## config.mk

```make
export PLATFORM = sky130hd
export DESIGN_NAME = cluster_soc_event_fifo
export DESIGN_NICKNAME = d
export VERILOG_FILES = /design/src/rtl/pulp_cluster_package.sv /design/src/rtl/cluster_soc_event_fifo_status.sv /design/src/rtl/cluster_soc_event_fifo.sv
export SDC_FILE = /design/constraint.sdc
export NUM_CORES = 1
export LEC_CHECK = 0
export CELL_PAD_IN_SITES_DETAIL_PLACEMENT = 1
export CELL_PAD_IN_SITES_GLOBAL_PLACEMENT = 2
export CORE_MARGIN = 5
export CORE_UTILIZATION = 33
export CTS_CLUSTER_SIZE = 12
export DETAILED_ROUTE_END_ITERATION = 8
export HOLD_SLACK_MARGIN = 0.12
export PLACE_DENSITY_LB_ADDON = 0.1
export SETUP_SLACK_MARGIN = 0.5
export SYNTH_ARGS = -nofsm -noshare
export SYNTH_HDL_FRONTEND = slang
export SYNTH_HIERARCHICAL = 1
export SYNTH_SLANG_ARGS = --single-unit
```

## constraint.sdc

```tcl
create_clock -name clk_i -period 3.3 [get_ports clk_i]
set_input_delay 0.66 -clock clk_i [delete_from_list [all_inputs] [get_ports clk_i]]
set_output_delay 0.66 -clock clk_i [all_outputs]
set_load 0.02 [all_outputs]
```

## src/rtl/pulp_cluster_package.sv

```systemverilog
// ----------------------------------------------------------------------------
// pulp_cluster_package
//   Shared cluster-level constants and types used by the SoC event FIFO.
//   - SOC_EVT_FIFO_DEPTH : default number of buffered SoC events
//   - SOC_EVT_WIDTH      : default width of one SoC event ID
//   - soc_evt_t          : one SoC event ID
// ----------------------------------------------------------------------------
package pulp_cluster_package;

    localparam int SOC_EVT_FIFO_DEPTH = 8;
    localparam int SOC_EVT_WIDTH      = 8;

    typedef logic [SOC_EVT_WIDTH-1:0] soc_evt_t;

endpackage

```

## src/rtl/cluster_soc_event_fifo_status.sv

```systemverilog
// ----------------------------------------------------------------------------
// cluster_soc_event_fifo_status
//   Sticky overflow flag and saturating dropped-event counter for the SoC
//   event FIFO.
//   Ports:
//     clk_i, rst_ni   : clock, asynchronous active-low reset
//     drop_i          : an incoming event was dropped this cycle
//     clr_i           : clear flag and counter (a same-cycle drop wins)
//     overflow_o      : sticky overflow flag
//     overflow_cnt_o  : saturating count of dropped events
// ----------------------------------------------------------------------------
module cluster_soc_event_fifo_status #(
    parameter int CNT_WIDTH = 8
) (
    input  logic                 clk_i,
    input  logic                 rst_ni,
    input  logic                 drop_i,
    input  logic                 clr_i,
    output logic                 overflow_o,
    output logic [CNT_WIDTH-1:0] overflow_cnt_o
);

    logic                 overflow_q, overflow_d;
    logic [CNT_WIDTH-1:0] cnt_q, cnt_d;

    always_comb begin
        overflow_d = overflow_q;
        cnt_d      = cnt_q;
        if (drop_i) begin
            overflow_d = 1'b1;
            // A drop during a clear restarts the count at this drop.
            if (clr_i) begin
                cnt_d = CNT_WIDTH'(1);
            end else if (cnt_q != '1) begin
                cnt_d = cnt_q + CNT_WIDTH'(1);
            end
        end else if (clr_i) begin
            overflow_d = 1'b0;
            cnt_d      = '0;
        end
    end

    always_ff @(posedge clk_i or negedge rst_ni) begin
        if (!rst_ni) begin
            overflow_q <= 1'b0;
            cnt_q      <= '0;
        end else begin
            overflow_q <= overflow_d;
            cnt_q      <= cnt_d;
        end
    end

    assign overflow_o     = overflow_q;
    assign overflow_cnt_o = cnt_q;

endmodule

```

## src/rtl/cluster_soc_event_fifo.sv

```systemverilog
// ----------------------------------------------------------------------------
// cluster_soc_event_fifo
//   Buffers SoC peripheral event IDs (no backpressure on the SoC side) and
//   presents them to the cluster event unit over a valid/ready interface.
//   When full and not popping, the newest event is dropped and counted.
//
//   Optional build macro: CLUSTER_SOC_EVT_FIFO_BYPASS_EN
//     Defined   : while empty, an incoming event falls through combinationally
//                 and is not stored if accepted in the same cycle.
//     Undefined : output comes only from storage, 1-cycle minimum latency.
//
//   Ports:
//     clk_i, rst_ni            : clock, asynchronous active-low reset
//     evt_valid_i, evt_data_i  : SoC event strobe and ID
//     flush_i                  : discard all stored entries (and any push)
//     clr_overflow_i           : clear overflow flag and counter
//     soc_periph_evt_valid_o   : event available to the event unit
//     soc_periph_evt_ready_i   : event unit accepts
//     soc_periph_evt_data_o    : event ID to the event unit
//     fill_level_o             : number of stored entries (0..DEPTH)
//     overflow_o               : sticky overflow flag
//     overflow_cnt_o           : saturating count of dropped events
// ----------------------------------------------------------------------------
module cluster_soc_event_fifo
    import pulp_cluster_package::*;
#(
    parameter int EVNT_WIDTH = SOC_EVT_WIDTH,
    parameter int DEPTH      = SOC_EVT_FIFO_DEPTH,
    parameter int CNT_WIDTH  = 8
) (
    input  logic                     clk_i,
    input  logic                     rst_ni,
    input  logic                     evt_valid_i,
    input  logic [EVNT_WIDTH-1:0]    evt_data_i,
    input  logic                     flush_i,
    input  logic                     clr_overflow_i,
    output logic                     soc_periph_evt_valid_o,
    input  logic                     soc_periph_evt_ready_i,
    output logic [EVNT_WIDTH-1:0]    soc_periph_evt_data_o,
    output logic [$clog2(DEPTH):0]   fill_level_o,
    output logic                     overflow_o,
    output logic [CNT_WIDTH-1:0]     overflow_cnt_o
);

    localparam int IDX_W = $clog2(DEPTH);
    localparam int PTR_W = IDX_W + 1;

    logic [EVNT_WIDTH-1:0] mem_q [DEPTH];
    logic [PTR_W-1:0]      wr_ptr_q, wr_ptr_d;
    logic [PTR_W-1:0]      rd_ptr_q, rd_ptr_d;

    logic                  empty, full;
    logic                  push, pop, drop;
    logic                  bypass_take;
    logic [EVNT_WIDTH-1:0] head_data;

    assign empty = (wr_ptr_q == rd_ptr_q);
    assign full  = (wr_ptr_q[IDX_W-1:0] == rd_ptr_q[IDX_W-1:0]) &&
                   (wr_ptr_q[IDX_W] != rd_ptr_q[IDX_W]);

    // Head is forced to zero while empty so the data output is clean after reset.
    assign head_data = empty ? '0 : mem_q[rd_ptr_q[IDX_W-1:0]];

`ifdef CLUSTER_SOC_EVT_FIFO_BYPASS_EN
    logic bypass_valid;

    assign bypass_valid           = empty && evt_valid_i && !flush_i;
    assign bypass_take            = bypass_valid && soc_periph_evt_ready_i;
    assign soc_periph_evt_valid_o = !empty || bypass_valid;
    assign soc_periph_evt_data_o  = bypass_valid ? evt_data_i : head_data;
`else
    assign bypass_take            = 1'b0;
    assign soc_periph_evt_valid_o = !empty;
    assign soc_periph_evt_data_o  = head_data;
`endif

    // Flush overrides both sides; a full FIFO still accepts a push when the
    // head leaves in the same cycle.
    assign pop  = !empty && soc_periph_evt_ready_i && !flush_i;
    assign push = evt_valid_i && !flush_i && !bypass_take && (!full || pop);
    assign drop = evt_valid_i && !flush_i && full && !pop;

    always_comb begin
        wr_ptr_d = wr_ptr_q + PTR_W'(push);
        if (flush_i) begin
            rd_ptr_d = wr_ptr_q;
        end else begin
            rd_ptr_d = rd_ptr_q + PTR_W'(pop);
        end
    end

    always_ff @(posedge clk_i or negedge rst_ni) begin
        if (!rst_ni) begin
            wr_ptr_q <= '0;
            rd_ptr_q <= '0;
        end else begin
            wr_ptr_q <= wr_ptr_d;
            rd_ptr_q <= rd_ptr_d;
        end
    end

    // Storage carries no reset; contents are only observed between pointers.
    always_ff @(posedge clk_i) begin
        if (push) begin
            mem_q[wr_ptr_q[IDX_W-1:0]] <= evt_data_i;
        end
    end

    assign fill_level_o = wr_ptr_q - rd_ptr_q;

    cluster_soc_event_fifo_status #(
        .CNT_WIDTH (CNT_WIDTH)
    ) i_status (
        .clk_i          (clk_i),
        .rst_ni         (rst_ni),
        .drop_i         (drop),
        .clr_i          (clr_overflow_i),
        .overflow_o     (overflow_o),
        .overflow_cnt_o (overflow_cnt_o)
    );

endmodule

```

==> results.tsv, run 1 <==
stage	metric	value	unit
clock_network	Num CTS Buffers	9	
pwr	Peak VDD IR	0.407	mV
sta	Hold Fails Final Rpt	0	
final_layout	diode count	0	
clock_network	CTS tree	yes	
global_routing	antenna violations before repair	0	
routing	Routed met3 length	319	µm
routing	WL per Instance	18.5	µm
sta	post-route setup slack	0.623	ns
clock_network	number of clock sinks	81	
setup_path	crit-path max FO	4	
final_layout	fill count	1104	
placed_design	placed cell areas	4130	µm²
setup_path	Worst path slowest cell	dfrtp_1	
placed_design	Buffers on Ports	35	
routing	DRC	0	
final_layout	Final Cell Area	4390	µm²
logic_synthesis	Cells after Synth	246	
setup_path	WP data arrival	2.02	ns
placed_design	Detailed Place HPWL	5.55	mm
routing	final WL	8.20	mm
setup_path	critical path launch point type	flop	
global_routing	GRT Total Usage	0.136	
routing	DR vias/cell	4.87	
logic_synthesis	post-synthesis compound-gate area fraction	0.0588	
setup_path	crit-path cells	ha_1 -> and3_1 -> nand2b_4 -> buf_4 -> nand2_1 -> a221oi_2 -> buf_2	
sta	final worst-path cycle share	0.811	
logic_synthesis	adder-cell share of the synthesized area	0.0338	
min_path	Hold Crit Class	flop to flop	
sta	Max Freq	0.374	GHz
floorplanning	chip width	114	µm
clock_network	Clock transition at path regs	0.08	ns
sta	WHS	0.504	ns
pwr	Tot Pwr	3.86	mW
logic_synthesis	EDFF count, synth	64	
final_layout	Final nets	326	
logic_synthesis	top cell type's share of synthesized area	0.541	
logic_synthesis	mapped cell area	3550	µm²
sta	clock skew	0.0105	ns
logic_synthesis	Synth Area in Simple Gates	0.0866	
routing	Antenna Nets Post-Route	0	
global_routing	largest net degree at the start of global routing	34	
routing	WL met2	4.17	mm
sta	Setup TNS	0	ns
floorplanning	IO Pins	36	
final_layout	share of layout cells above drive strength 1	0.205	
global_routing	vias in the first global route	2392	
floorplanning	Die Y	114	µm
setup_path	worst reg-to-reg setup slack	1.06	ns
routing	first-pass iteration count of the detailed router	4	
logic_synthesis	Ys Warns	6	
clock_network	H-tree lvl count	3	
logic_synthesis	largest area contributor in the synthesized netlist	edfxtp_1	
setup_path	Critical Path RT	2.64	ns
logic_synthesis	mux cell area share after synthesis	0.0993	
floorplanning	FP Rows	37	
logic_synthesis	unique cell type count in the Yosys netlist	39	
routing	highest routed layer	met4	
placed_design	routability cong.	0.746	
sta	final setup fails	0	
sta	min cycle time layout	2.68	ns
global_routing	Congestion Overflow GR	0	
clock_network	worst skew pair latency	0.34	ns
logic_synthesis	Seq/Total Area, Yosys	0.661	
floorplanning	Initial Utilization	0.341	
floorplanning	total die area	12900	µm²
final_layout	area occupied by multi-input gates	1110	µm²
setup_path	CP Class	flop to primary output	
routing	DR vias	2163	
logic_synthesis	top post-synthesis cells by area	edfxtp_1 (54%), dfrtp_1 (12%), mux2i_1 (9.3%), ha_1 (2.8%), nand2_1 (2.0%)	
routing	DRT iter0 DRCs	81	
logic_synthesis	Post-Syn Nets	269	
logic_synthesis	xor and xnor area share after synthesis	0.0218	
logic_synthesis	largest family of logic cells by synthesized area	multiplexers	
sta	Slew Limit Fails	0	
logic_synthesis	Mean Syn Cell Area	14.4	µm²
logic_synthesis	Async SR Flop Fraction	0.210	
setup_path	crit end category	primary output	
sta	max_slew headroom	0.447	
outcome	status	finished, final reports clean	
job	MaxCap Viol Count	0	
logic_synthesis	#FFs+latches synth	81	
logic_synthesis	most numerous cell in the Yosys netlist	edfxtp_1	
sta	unrepaired setup endpoints after global routing	false	
clock_network	Max Root-Sink Buffers	2	
final_layout	P&R area growth vs syn	23.4	%
placed_design	dpl ws	0.307	ns
pwr	leakage	1.71	nW
pwr	Power Density	879	nW/µm²
logic_synthesis	most frequent cells after synthesis	edfxtp_1 (64), mux2i_1 (33), nand2_1 (19), dfrtp_1 (17), nor2_1 (13)	
logic_synthesis	Top FF cell, synth	edfxtp_1	
sta	Slew @ Worst Pin	0.827	ns
floorplanning	Core Footprint	10400	µm²
routing	wl on met1	3.56	mm
setup_path	Largest stage delay, worst path	0.40	ns
final_layout	Reg area	2350	µm²
global_routing	first-pass GRT wire length	13.2	mm
clock_network	clk root buf	clkbuf_8	
-- sequential cells by signal (all words and copies together), names as in the netlist --
register	cells
mem_q	64
i_status/overflow_o	1
wr_ptr_q	4
rd_ptr_q	4
i_status/overflow_cnt_o	8
-- final timing paths --
| kind | startpoint | end | cells after the start |
|---|---|---|---|
| max in group asynchronous | rst_ni | rd_ptr_q[1] | 1 |
| worst max-delay path | wr_ptr_q[2] | soc_periph_evt_data_o[7] | 7 |
| worst max register to register | rd_ptr_q[1] | i_status/overflow_cnt_o[5] | 9 |
| worst min-delay path | i_status/overflow_o | i_status/overflow_o | 1 |
| min in group asynchronous | rst_ni | i_status/overflow_cnt_o[2] | 1 |
| worst min register to register | i_status/overflow_o | i_status/overflow_o | 1 |
-- worst max-delay path, delay by kind of cell, from the launching register on --
family	cells	cell delay, ns
AO/OA/AOI/OAI	1	0.20
adder cells (fa/ha/maj)	1	0.34
buffers and inverters	2	0.34
flip-flops	1	0.40
AND/OR/NAND/NOR	3	0.40
-- final cells by class --
class	count	area share
flip-flops and latches	81	0.536
multi-input cells	144	0.254
repair buffers	57	0.111
clock buffers	13	0.0411
well taps	136	0.0388
clock inverters	3	0.00999
inverters	10	0.00856
-- layout by cell type, fill, tap and decap left out, types with 9 or more instances in the layout --
cell type	count
buf_4	20
clkbuf_8	11
clkdlybuf4s50_1	23
dfrtp_1	14
edfxtp_1	64
inv_1	9
mux2i_1	33
nand2_1	19
nor2_1	13
nor3_1	9
-- where the power goes --
| group | switching [mW] | internal (mW) | leakage, nW |
|---|---|---|---|
| registers | 0.0676 | 1.23 | 0.797 |
| clock network | 0.349 | 0.439 | 0.115 |
| logic | 1.04 | 0.738 | 0.798 |
| total | 1.45 | 2.40 | 1.71 |
-- logic make-up (layout without fill, tap and decap cells) --
logic type	count (synthesis)	after routing
muxes	35	35
and+or+nand+nor	63	63
xor gates and xnor gates	8	8
AOI/OAI and AO/OA	29	29
DFF	81	81
buffers and inverters	21	83
adders and majority gates	9	9
-- metrics by stage --
| step | utilization | std cells |
|---|---|---|
| finish | 0.421 | 444 |
| CTS | 0.417 | 442 |
| global route | 0.421 | 444 |
| floorplan | - | 246 |
| detailed placement | 0.396 | 424 |
| global placement | 0.396 | 424 |
-- repair_timing --
action / CTS / global route
resized for setup: 44 / 11
buffers inserted: 2 / 2
hold buffers: 0 / 0
endpoints found under the setup margin: 12 / 9
-- layer usage --
metal	up-vias	global-route usage
met1	1064	0.168
met3	11	0.0218
li1	1040	-
met5	-	0
met2	48	0.235
met4	0	0.0602
Note: power is estimated with default switching activity, not from simulation.
==> run 2: changes to the inputs <==
clock period = 2.4 ns   (was 3.3 ns; I/O delays follow)
==> results.tsv, run 2 (synthesis results as in run 1) <==
stage	metric	value	unit
outcome	status	finished, final reports clean	
routing	DR vias	2285	
routing	Antenna Nets Post-Route	0	
clock_network	Num CTS Buffers	9	
sta	Setup TNS	0	ns
setup_path	critical path launch point type	flop	
pwr	Gate power share	0.596	
setup_path	worst reg-to-reg setup slack	0.23	ns
placed_design	routability cong.	0.739	
pwr	Tot Pwr	6.97	mW
floorplanning	chip width	114	µm
sta	min cycle time layout	2.39	ns
floorplanning	FP Rows	37	
global_routing	largest net degree at the start of global routing	19	
clock_network	worst skew pair latency	0.36	ns
sta	Slew @ Worst Pin	0.538	ns
sta	unrepaired setup endpoints after global routing	true	
placed_design	placed cell areas	4520	µm²
global_routing	GR Util met2	0.224	
min_path	Hold Crit Class	input pin to async pin	
placed_design	Detailed Place HPWL	5.95	mm
pwr	sw frac	0.397	
clock_network	Clock transition at path regs	0.10	ns
setup_path	crit end category	primary output	
sta	Slew Limit Fails	0	
global_routing	antenna violations before repair	0	
setup_path	WP data arrival	1.91	ns
setup_path	CP Class	flop to primary output	
floorplanning	Core Footprint	10400	µm²
pwr	Power Density	1300	nW/µm²
clock_network	number of clock sinks	81	
routing	WL per Instance	19.1	µm
final_layout	share of layout cells above drive strength 1	0.494	
clock_network	CTS tree	yes	
sta	final worst-path cycle share	0.997	
global_routing	vias in the first global route	2469	
floorplanning	Die Y	114	µm
final_layout	Post-Route Utilization	0.514	
floorplanning	Initial Utilization	0.341	
sta	Hold Fails Final Rpt	0	
pwr	Sw Pwr	2.77	mW
clock_network	Max Root-Sink Buffers	2	
final_layout	P&R area growth vs syn	50.6	%
global_routing	GRT Total Usage	0.141	
routing	final WL	8.94	mm
pwr	leakage	2.08	nW
final_layout	most common cell after layout, fill and taps aside	edfxtp_1	
global_routing	GR peak layer	met2	
floorplanning	total die area	12900	µm²
final_layout	diode count	0	
final_layout	most frequent cells in the layout	edfxtp_1 (64), mux2i_1 (31), buf_6 (30)	
floorplanning	IO Pins	36	
routing	DR vias/cell	4.88	
routing	DRC	0	
global_routing	met1 Use GR	0.198	
setup_path	Critical Path RT	1.92	ns
sta	final setup fails	0	
clock_network	Post-CTS Hold Buffers	0	
final_layout	Reg area	2350	µm²
placed_design	Buffers on Ports	35	
global_routing	first-pass GRT wire length	13.8	mm
pwr	Clk network pwr share	0.147	
pwr	Pint	4.20	mW
sta	max_slew headroom	0.640	
sta	clock skew	0.0105	ns
final_layout	area occupied by multi-input gates	1680	µm²
clock_network	H-tree lvl count	3	
job	MaxCap Viol Count	0	
routing	DRT iter0 DRCs	75	
sta	Max Freq	0.418	GHz
final_layout	number of flip-flops in the largest register	64	
pwr	Sequential Power Share	0.257	
final_layout	Final nets	350	
final_layout	Final Cell Area	5350	µm²
global_routing	Congestion Overflow GR	0	
clock_network	clk root buf	clkbuf_8	
setup_path	crit-path max FO	6	
final_layout	fill count	1014	
pwr	Peak VDD IR	0.741	mV
global_routing	met3 GRT Util	0.0318	
routing	first-pass iteration count of the detailed router	4	
[run 2: routing by layer]
| metal | up-vias | part of all wire |
|---|---|---|
| met4 | 0 | 0.0069 |
| met5 | - | 0 |
| met2 | 34 | 0.48 |
| met3 | 5 | 0.034 |
| li1 | 1086 | - |
| met1 | 1160 | 0.48 |
[run 2: power groups by stage]
stage / combinational (mW) / sequential [mW] / clock (mW)
4_1_cts: 3.77 / 1.78 / 1.06
5_1_grt: 4.44 / 1.81 / 1.12
3_3_place_gp: 3.32 / 1.80 / 0
2_1_floorplan: 2.00 / 1.86 / 0
3_5_place_dp: 3.34 / 1.80 / 0
6_report: 4.16 / 1.79 / 1.02
[run 2: final timing paths]
path                       cells after the start                 from                    endpoint
hold reg to reg                                1  i_status/overflow_o         i_status/overflow_o
max in group asynchronous                      2               rst_ni                 wr_ptr_q[1]
min in group clk_i                             1  i_status/overflow_o         i_status/overflow_o
hold / removal                                 2               rst_ni  i_status/overflow_cnt_o[4]
setup reg to reg                               9          wr_ptr_q[1]                 rd_ptr_q[1]
setup / recovery                               7          rd_ptr_q[0]    soc_periph_evt_data_o[2]
[run 2: metrics by stage]
step	std cells	worst slack [ns]	hold WS, ns
floorplan	246	0.337	0.184
global placement	437	-0.234	0.478
detailed placement	437	-0.220	0.479
CTS	463	0.00220	0.447
global route	468	-0.0790	0.476
finish	468	0.00830	0.460
[run 2: layout make-up]
class,instances,share of cell area
inverters,10,0.00842
multi-input cells,144,0.313
well taps,136,0.0318
clock buffers,9,0.0231
flip-flops and latches,81,0.440
repair buffers,81,0.168
clock inverters,7,0.0157
[run 2: what timing repair did]
item / in CTS / in global routing
pin swaps: 25 / 19
cloned: 1 / 2
endpoints found under the setup margin: 95 / 94
buffers inserted: 9 / 3
gates resized for setup: 137 / 49
[run 2: worst max-delay path: stages, from the launching register on]
cell,delay (ns)
dfrtp_2,0.44
buf_6,0.15
clkbuf_16,0.17
mux2i_2,0.15
a22oi_2,0.19
nand2_2,0.09
a221oi_4,0.21
buf_6,0.15
==> run 3: changes to the inputs <==
clock period = 2.1 ns   (was 2.4 ns; I/O delays follow)
==> results.tsv, run 3 (synthesis results as in run 1) <==
stage	metric	value	unit
clock_network	worst skew pair latency	0.36	ns
sta	final setup fails	57	
final_layout	Post-Route Utilization	0.517	
clock_network	H-tree lvl count	3	
clock_network	Post-CTS Hold Buffers	0	
pwr	Tot Pwr	8.00	mW
placed_design	dpl cells	444	
sta	Setup TNS	-5.02	ns
final_layout	number of flip-flops in the largest register	64	
placed_design	placed cell areas	4700	µm²
routing	final WL	8.98	mm
floorplanning	total die area	12900	µm²
global_routing	vias in the first global route	2621	
routing	DR vias/cell	4.83	
sta	Slew Limit Fails	0	
routing	Antenna Nets Post-Route	0	
sta	final worst-path cycle share	1.12	
sta	Hold Fails Final Rpt	0	
floorplanning	IO Pins	36	
placed_design	Detailed Place HPWL	6.03	mm
sta	Slew @ Worst Pin	0.534	ns
routing	WL per Instance	18.5	µm
final_layout	Final nets	367	
setup_path	crit end category	primary output	
min_path	Hold Crit Class	input pin to async pin	
pwr	Power Density	1490	nW/µm²
clock_network	Num CTS Buffers	9	
floorplanning	FP Rows	37	
global_routing	largest net degree at the start of global routing	18	
clock_network	Clock transition at path regs	0.09	ns
sta	post-route setup slack	-0.243	ns
final_layout	fill count	1037	
job	MaxCap Viol Count	0	
routing	DRT iter0 DRCs	62	
final_layout	Final Cell Area	5380	µm²
floorplanning	Die Y	114	µm
pwr	Peak VDD IR	0.805	mV
setup_path	FF-to-FF path depth	10	
final_layout	most frequent cells in the layout	edfxtp_1 (64), buf_4 (38), mux2i_1 (32)	
sta	unrepaired setup endpoints after global routing	true	
final_layout	diode count	0	
floorplanning	Initial Utilization	0.341	
final_layout	Final Instance Count excl. Fillers	485	
routing	DRC	0	
sta	min cycle time layout	2.34	ns
setup_path	crit-path max FO	5	
final_layout	most common cell after layout, fill and taps aside	edfxtp_1	
floorplanning	Core Footprint	10400	µm²
global_routing	first-pass GRT wire length	14.4	mm
placed_design	routability cong.	0.731	
sta	Max Freq	0.427	GHz
pwr	leakage	2.08	nW
setup_path	critical path launch point type	flop	
clock_network	CTS tree	yes	
clock_network	number of clock sinks	81	
setup_path	CP Class	flop to primary output	
outcome	status	finished, violations left	
final_layout	P&R area growth vs syn	51.4	%
floorplanning	chip width	114	µm
sta	clock skew	0.0187	ns
global_routing	GRT Total Usage	0.149	
setup_path	WP data arrival	1.92	ns
final_layout	share of layout cells above drive strength 1	0.527	
global_routing	Congestion Overflow GR	0	
clock_network	Max Root-Sink Buffers	2	
outcome	violated checks	negative setup slack	
setup_path	Critical Path RT	1.68	ns
sta	max_slew headroom	0.643	
global_routing	antenna violations before repair	0	
routing	DR vias	2342	
clock_network	clk root buf	clkbuf_8	
placed_design	Buffers on Ports	35	
routing	first-pass iteration count of the detailed router	4	
run 3: final timing paths:
kind / start / endpoint / slack [ns]
max in group asynchronous: rst_ni / wr_ptr_q[0] / 1.49
setup / recovery: rd_ptr_q[1] / soc_periph_evt_data_o[1] / -0.24
hold reg to reg: i_status/overflow_o / i_status/overflow_o / 0.49
setup reg to reg: rd_ptr_q[0] / i_status/overflow_cnt_o[5] / -0.13
min in group clk_i: i_status/overflow_o / i_status/overflow_o / 0.49
hold / removal: rst_ni / rd_ptr_q[2] / 0.37
run 3: critical path: stages, from the launching register on:
cell and delay [ns]:
dfrtp_2 0.44, inv_2 0.07, ha_4 0.19, and3_4 0.18, nand2b_4 0.11, buf_12 0.13
nand2_2 0.06, a221oi_4 0.21, buf_6 0.15
run 3: repair_timing:
item	CTS	global route
cloned	1	0
setup buffers	15	9
setup endpoints to repair	103	101
pin swaps	24	7
resized for setup	154	18
run 3: report_power, final:
part	switching (mW)	internal [mW]
clock	0.622	0.560
sequential	0.118	1.93
combinational	2.31	2.46
total	3.05	4.95
run 3: final cells by class:
type | count | area [µm²] | area share
clock inverter | 7 | 77.6 | 0.0144
tap | 136 | 170 | 0.0316
timing repair buffer | 98 | 1010 | 0.188
clock buffer | 9 | 124 | 0.0230
sequential | 81 | 2360 | 0.438
multi-input combinational | 144 | 1600 | 0.297
inverter | 10 | 40.0 | 0.00744
run 3: metrics by stage:
stage	worst slack [ns]	hold slack [ns]
4_1_cts	-0.264	0.354
2_1_floorplan	0.0462	0.124
6_report	-0.243	0.373
3_5_place_dp	-0.488	0.486
5_1_grt	-0.313	0.392
3_3_place_gp	-0.428	0.475
run 3: layer usage:
metal	routed length (µm)	part of all wire	track usage
met4	123	0.014	0.0546
met3	215	0.024	0.0297
met1	4110	0.46	0.197
met2	4530	0.50	0.244
met5	0	0	0
